$ cat src/rtl/unsort3.sv
// unsort3: restores original operand order a,b,c from a sorted triple plus its sequence code,
//    with valid/ready on both sides, a 2-entry output FIFO and error flagging/counting.
// Ports:
//    clk, rst             clock (rising edge), asynchronous active-high reset
//    in_valid / in_ready  input handshake; in_ready means the FIFO is not full
//    no1, no2, no3, seq   sorted triple (largest first) and its 3-bit sequence code
//    out_valid/out_ready  output handshake for the FIFO head
//    a, b, c, err         head entry; when empty, the last popped entry (0 after reset)
//    err_cnt              saturating count of accepted erroneous entries
module unsort3 #(
   parameter int width = 3
) (
   input  logic             clk,
   input  logic             rst,
   input  logic             in_valid,
   output logic             in_ready,
   input  logic [width-1:0] no1,
   input  logic [width-1:0] no2,
   input  logic [width-1:0] no3,
   input  logic [2:0]       seq,
   output logic             out_valid,
   input  logic             out_ready,
   output logic [width-1:0] a,
   output logic [width-1:0] b,
   output logic [width-1:0] c,
   output logic             err,
   output logic [7:0]       err_cnt
);
   localparam int EW = 3 * width + 1;

   logic [EW-1:0]    r_mem [2];
   logic [EW-1:0]    r_last;
   logic             r_wp, r_rp;
   logic [1:0]       r_cnt;
   logic [7:0]       r_err_cnt;
   logic [width-1:0] w_a, w_b, w_c;
   logic             w_ill, w_bad, w_push, w_pop;
   logic [EW-1:0]    w_ent, w_head;

   // Codes 10x are illegal; the case default zeroes them out.
   always_comb begin
      w_ill = seq[2:1] == 2'b10;
      w_bad = !(no1 >= no2 && no2 >= no3);
      {w_a, w_b, w_c} = '0;
      case (seq)
         3'b000:  {w_a, w_b, w_c} = {no1, no2, no3};
         3'b001:  {w_a, w_b, w_c} = {no1, no3, no2};
         3'b011:  {w_a, w_b, w_c} = {no2, no1, no3};
         3'b010:  {w_a, w_b, w_c} = {no3, no1, no2};
         3'b110:  {w_a, w_b, w_c} = {no2, no3, no1};
         3'b111:  {w_a, w_b, w_c} = {no3, no2, no1};
         default: {w_a, w_b, w_c} = '0;
      endcase
   end

   assign w_ent     = {w_a, w_b, w_c, w_ill | w_bad};
   assign in_ready  = r_cnt != 2'd2;
   assign out_valid = r_cnt != 2'd0;
   assign w_push    = in_valid && in_ready;
   assign w_pop     = out_valid && out_ready;
   assign w_head    = out_valid ? r_mem[r_rp] : r_last;
   assign {a, b, c, err} = w_head;
   assign err_cnt   = r_err_cnt;

   always_ff @(posedge clk or posedge rst) begin
      if (rst) begin
         r_mem[0]  <= '0;
         r_mem[1]  <= '0;
         r_last    <= '0;
         r_wp      <= 1'b0;
         r_rp      <= 1'b0;
         r_cnt     <= 2'd0;
         r_err_cnt <= 8'd0;
      end else begin
         if (w_push) begin
            r_mem[r_wp] <= w_ent;
            r_wp        <= ~r_wp;
         end
         if (w_pop) begin
            r_last <= r_mem[r_rp];
            r_rp   <= ~r_rp;
         end
         r_cnt <= r_cnt + {1'b0, w_push} - {1'b0, w_pop};
         if (w_push && w_ent[0] && r_err_cnt != 8'hff)
            r_err_cnt <= r_err_cnt + 8'd1;
      end
   end
endmodule
$ cat config.mk
export PLATFORM = sky130hd
export DESIGN_NAME = unsort3
export DESIGN_NICKNAME = d
export VERILOG_FILES = /design/src/rtl/unsort3.sv
export SDC_FILE = /design/constraint.sdc
export NUM_CORES = 1
export LEC_CHECK = 0
export CORE_ASPECT_RATIO = 1.25
export CORE_MARGIN = 2
export CORE_UTILIZATION = 50
export CTS_CLUSTER_SIZE = 16
export DETAILED_ROUTE_END_ITERATION = 8
export PLACE_DENSITY = 0.75
export SYNTH_ARGS = -nofsm -noshare
export SYNTH_HDL_FRONTEND = slang
export SYNTH_SLANG_ARGS = --single-unit
$ cat constraint.sdc
create_clock -name clk -period 5.5 [get_ports clk]
set_clock_uncertainty 0.15 [all_clocks]
set_input_delay 0.55 -clock clk [delete_from_list [all_inputs] [get_ports clk]]
set_output_delay 0.55 -clock clk [all_outputs]
set_load 0.005 [all_outputs]
-- After elaboration in Yosys (flattened, before gate mapping)
Cells that the tools add are included.
- flip-flop bits (word level): 42
- output and inout port bits: 20
- logic and storage cells: 56
- add/sub/neg operators: 3
- $lt $le $gt $ge: 5
- equality and inequality tests: 8
- muxes and demuxes: 10
- bitwise gates (word level): 5
- reduce and logical (&&, ||, !) cells: 18
- operators by type and width (operator ; count):
    2-to-1 mux 10 bit ; 5
    case mux 3 bit (3 select lines) ; 3
    bitwise mux 20 bit ; 1
    OR reduction 2 bit ; 9
    demux 10 bit (select 1 bit) ; 1
    adder 8 x 1 -> 8 bit (second input constant) ; 1
    inequality test 8 bit (second input constant) ; 1
    == test 3 x 2 -> 1 bit (second input constant) ; 2
    == test 3 bit (second input constant) ; 2
    >= comparator 3 bit ; 2
    logical AND 1 bit ; 6
    >= comparator 2 bit (second input constant) ; 2
    inverter 1 -> 2 bit ; 2
    == test 3 x 1 -> 1 bit (second input constant) ; 1
    zero test 3 bit ; 1
    adder 2 x 1 -> 2 bit ; 1
    == test 2 bit (second input constant) ; 1
    < comparator 2 x 1 -> 1 bit (second input constant) ; 1
    inequality test 2 bit (second input constant) ; 1
    inverter 1 bit ; 2
    nonzero test 2 bit ; 1
    subtractor 2 x 1 -> 2 bit ; 1
    zero test 1 bit ; 1
    OR 1 bit ; 1

-- Logic depth before layout (Yosys ltp)
- word-level depth: 6
- mapped depth: 9
- gate-level depth less buffers: 8

-- Worst setup path before layout
OpenSTA, ideal clock, no wires.
- kind: input -> register
- start point: in no2[0]
- end point: reg r_err_cnt[1], in the netlist err_cnt[1]
- setup time: 128 ps
- arrival time: 1770 ps
- required time: 5222 ps
- slack: 3453 ps
- cell stages on the path: 6
- path through: inv_1 > ha_1 > nor3b_1 > o21bai_1 > a31oi_4 > mux2_1
- longest elaborated chain between the ends: 6
- RTL lines (element ; line ; text):
    start, declared ; 18 ; input logic [width-1:0] no2,
    >= comparator 3 bit ; 43 ; w_bad = !(no1 >= no2 && no2 >= no3);
    logical AND 1 bit * ; 43 ;
    zero test 1 bit * ; 43 ;
    OR 1 bit * ; 56 ; assign w_ent = {w_a, w_b, w_c, w_ill | w_bad};
    logical AND 1 bit * (2 in series) ; 84 ; if (w_push && w_ent[0] && r_err_cnt != 8'hff)
    end signal, assigned ; 85 ; r_err_cnt <= r_err_cnt + 8'd1;
    end, declared ; 35 ; logic [7:0] r_err_cnt;
Every way passes the cells marked *; elsewhere a longest branch is shown, timed or not.
A chain may end at the register's enable or synchronous reset.

-- Worst setup path in the final report
- start point: reg r_cnt[1]
- end point: out a[1]
- longest elaborated chain between the ends: 2
- RTL lines (element ; line ; text):
    start, declared ; 34 ; logic [1:0] r_cnt;
    start signal, assigned ; 83 ; r_cnt <= r_cnt + {1'b0, w_push} - {1'b0, w_pop};
    nonzero test 2 bit ; 58 ; assign out_valid = r_cnt != 2'd0;
    2-to-1 mux 10 bit ; 61 ; assign w_head = out_valid ? r_mem[r_rp] : r_last;
    end, declared ; 23 ; output logic [width-1:0] a,
Every way passes these cells.

==> flow_summary.toml <==
[routing]
routed_wl_um = 4333
vias = 1780
routedWlPerCell_um = 13.09
drt-pass1-iter-count = 5
drt_iter0_markers = 64
avgViaCountPerCell = 5.378
ant_nets = 0
drc = 0

[timing]
max_slew_margin = 0.5496
layout_min_cycle_time_ns = 2.698
fmax_mhz = 370.6
slew_violations = 0
report.final.setup_viol = 0
hold_viol_final = 0
fin_crit_sh = 0.4906
setup_tns_ns = 0
rsz0062_at_grt = "false"
tightest_slew_ns = 0.6740

[critical_path]
cp_data_arrival_time_ns = 2.00
critPathLaunchType = "flop"
rr_worst_depth = 8
crit_path_max_fanout = 22
cp-end-kind = "output pin"
cp_data_required_time_ns = 4.80
worstSetupPathType = "reg -> out"
ff2ff_setup_slack_ns = 2.88

[floorplanning]
die-width_um = 64.56
start_util = 0.5180
ios = 36
rows = 27
fp.dieH_um = 79.70
core_um2 = 4425
fp.dieArea_um2 = 5145

[cts]
cts_tree = "done"
cts.hold.buffers_added = 0
cts_buffers = 5
path_clk_slew_ns = 0.08
htreeDepth = 2
clk_path_buf_depth = 2
clock-sinks = 42
cts_resized = 0
post_cts_buffers = 0
root_buffer = "clkbuf_8"
clock_latency_ns = 0.29

[yosys]
syn_area_per_cell_um2 = 9.511
synth_edf_count = 0
synthFlopType = "dfrtp_1"
synth_cells = 241
synth_most_common_cell = "dfrtp_1"
synth_fp_nets = 266
synth_top_area_share = 0.4585
synth-async-reset-ratio = 1.000
synth_area_um2 = 2292
synth_warnings = 0
synthTopCellsByArea = "dfrtp_1 46%, mux2i_1 6.6%, a21oi_1 5.0%"
synth_seq_cells = 42
yosysUniqueCellTypes = 37
seq_area_frac_synth = 0.4585
yosysTopAreaCell = "dfrtp_1"
synth_commonest_cells = "42 x dfrtp_1, 30 x nand2_1, 26 x nor2_1"

[global_route]
grt_max_degree = 43
grt_pass1_vias = 1638
grt-ovfl-total = 0
grt_usage = 0.1904
grt_pass1_wl_um = 7645
antenna_found_initial = 0

[flow_run]
max_cap_viol_count = 0

[min_path]
min_delay_path_depth = 2
hold_class = "reg -> reg"

[cells_and_area]
area_growth_pct = 20.36
antennaDiodeCount = 0
drive_gt1_frac = 0.07692
num-nets-final = 297

[power_and_ir_drop]
power_density_nw_per_um2 = 530.3
power.leakage_uw = 0.001231
power_uw = 1463
ir_worst_vdd_mv = 0.2593

[status]
status = "complete, no violations"

[placed_design]
dpl.hpwl_um = 3107
io_buffers = 35
globalplace.congestion = 0.7996
==> power by group <==
group          internal (µW)  total [µW]  leakage [µW]  switching [µW]
Clock                    134         235     0.0000579             102
Combinational            363         661      0.000660             298
Sequential               454         567      0.000514             113
Total                    950        1460       0.00123             513
==> per-stage QoR <==
stage	instance area, µm²	utilization	cells	worst slack (ns)	hold WS [ns]
final	2759	0.6234	331	2.802	0.3365
after global routing	2759	0.6234	331	2.597	0.3568
after CTS	2759	0.6234	331	2.767	0.3421
after detailed placement	2650	0.5988	323	2.758	0.3250
after global placement	2650	0.5988	323	2.824	0.3127
after floorplan	2292	-	241	3.453	0.3005
==> layout by cell type, fill, tap and decap left out, drive strengths merged <==
master          n
clkbuf          5
o211ai          2
nand4b          1
clkinv          2
o21bai          1
o21ai          27
bufinv          1
nand4           3
nor2b           1
nor3b           2
nand2          31
a21oi          23
mux2            3
nor2           27
clkdlybuf4s50  35
nor3            1
dfrtp          42
buf             1
and3            4
or2             1
mux2i          15
xor2            1
nand3           2
nand2b          3
xnor2          12
ha              9
a22oi           5
a31oi           4
inv             9
==> critical path: stages (launching register included) <==
cell	delay [ns]
dfrtp_1	0.40
or2_1	0.56
nor2_1	0.10
a21oi_1	0.14
clkdlybuf4s50_1	0.51
==> flip-flops by register name, summed over array words and instances (netlist names) <==
register  flops
r_rp          1
r_last       10
err_cnt       8
r_mem        20
r_wp          1
r_cnt         2
==> metal layers <==
| metal | vias to the layer above | global-route usage | part of all wire |
|---|---|---|---|
| li1 | 892 | - | - |
| met1 | 848 | 0.2507 | 0.46 |
| met2 | 34 | 0.3125 | 0.49 |
| met3 | 6 | 0.03244 | 0.028 |
| met4 | 0 | 0.07660 | 0.017 |
| met5 | - | 0 | 0 |
==> path summary, 6_finish.rpt <==
path                          start   endpoint
setup / recovery           r_cnt[1]       a[1]
hold / removal             r_mem[9]   r_mem[9]
setup reg to reg           r_cnt[1]   r_cnt[1]
hold reg to reg            r_mem[9]   r_mem[9]
max in group asynchronous       rst  r_mem[12]
min in group asynchronous       rst   r_cnt[0]
==> area by class of cell <==
type,instances,area [µm²]
flip-flops and latches,42,1051
clock inverters,3,40.04
repair buffers,36,357.8
well taps,58,72.57
multi-input cells,178,1135
fillers,392,1667
inverters,9,33.78
clock buffers,5,68.82
==> kinds of logic (layout without fill, tap and decap cells) <==
| family | Yosys count | count (layout) | synth area share |
|---|---|---|---|
| DFF | 42 | 42 | 0.4585 |
| xor gates and xnor gates | 13 | 13 | 0.05622 |
| AOI/OAI and AO/OA | 62 | 62 | 0.1572 |
| and+or+nand+nor | 76 | 76 | 0.1523 |
| adders and majority gates | 9 | 9 | 0.04913 |
| muxes | 18 | 18 | 0.08024 |
| buffers and inverters | 21 | 53 | 0.04640 |
No activity file was read; power rests on OpenSTA's default activity.
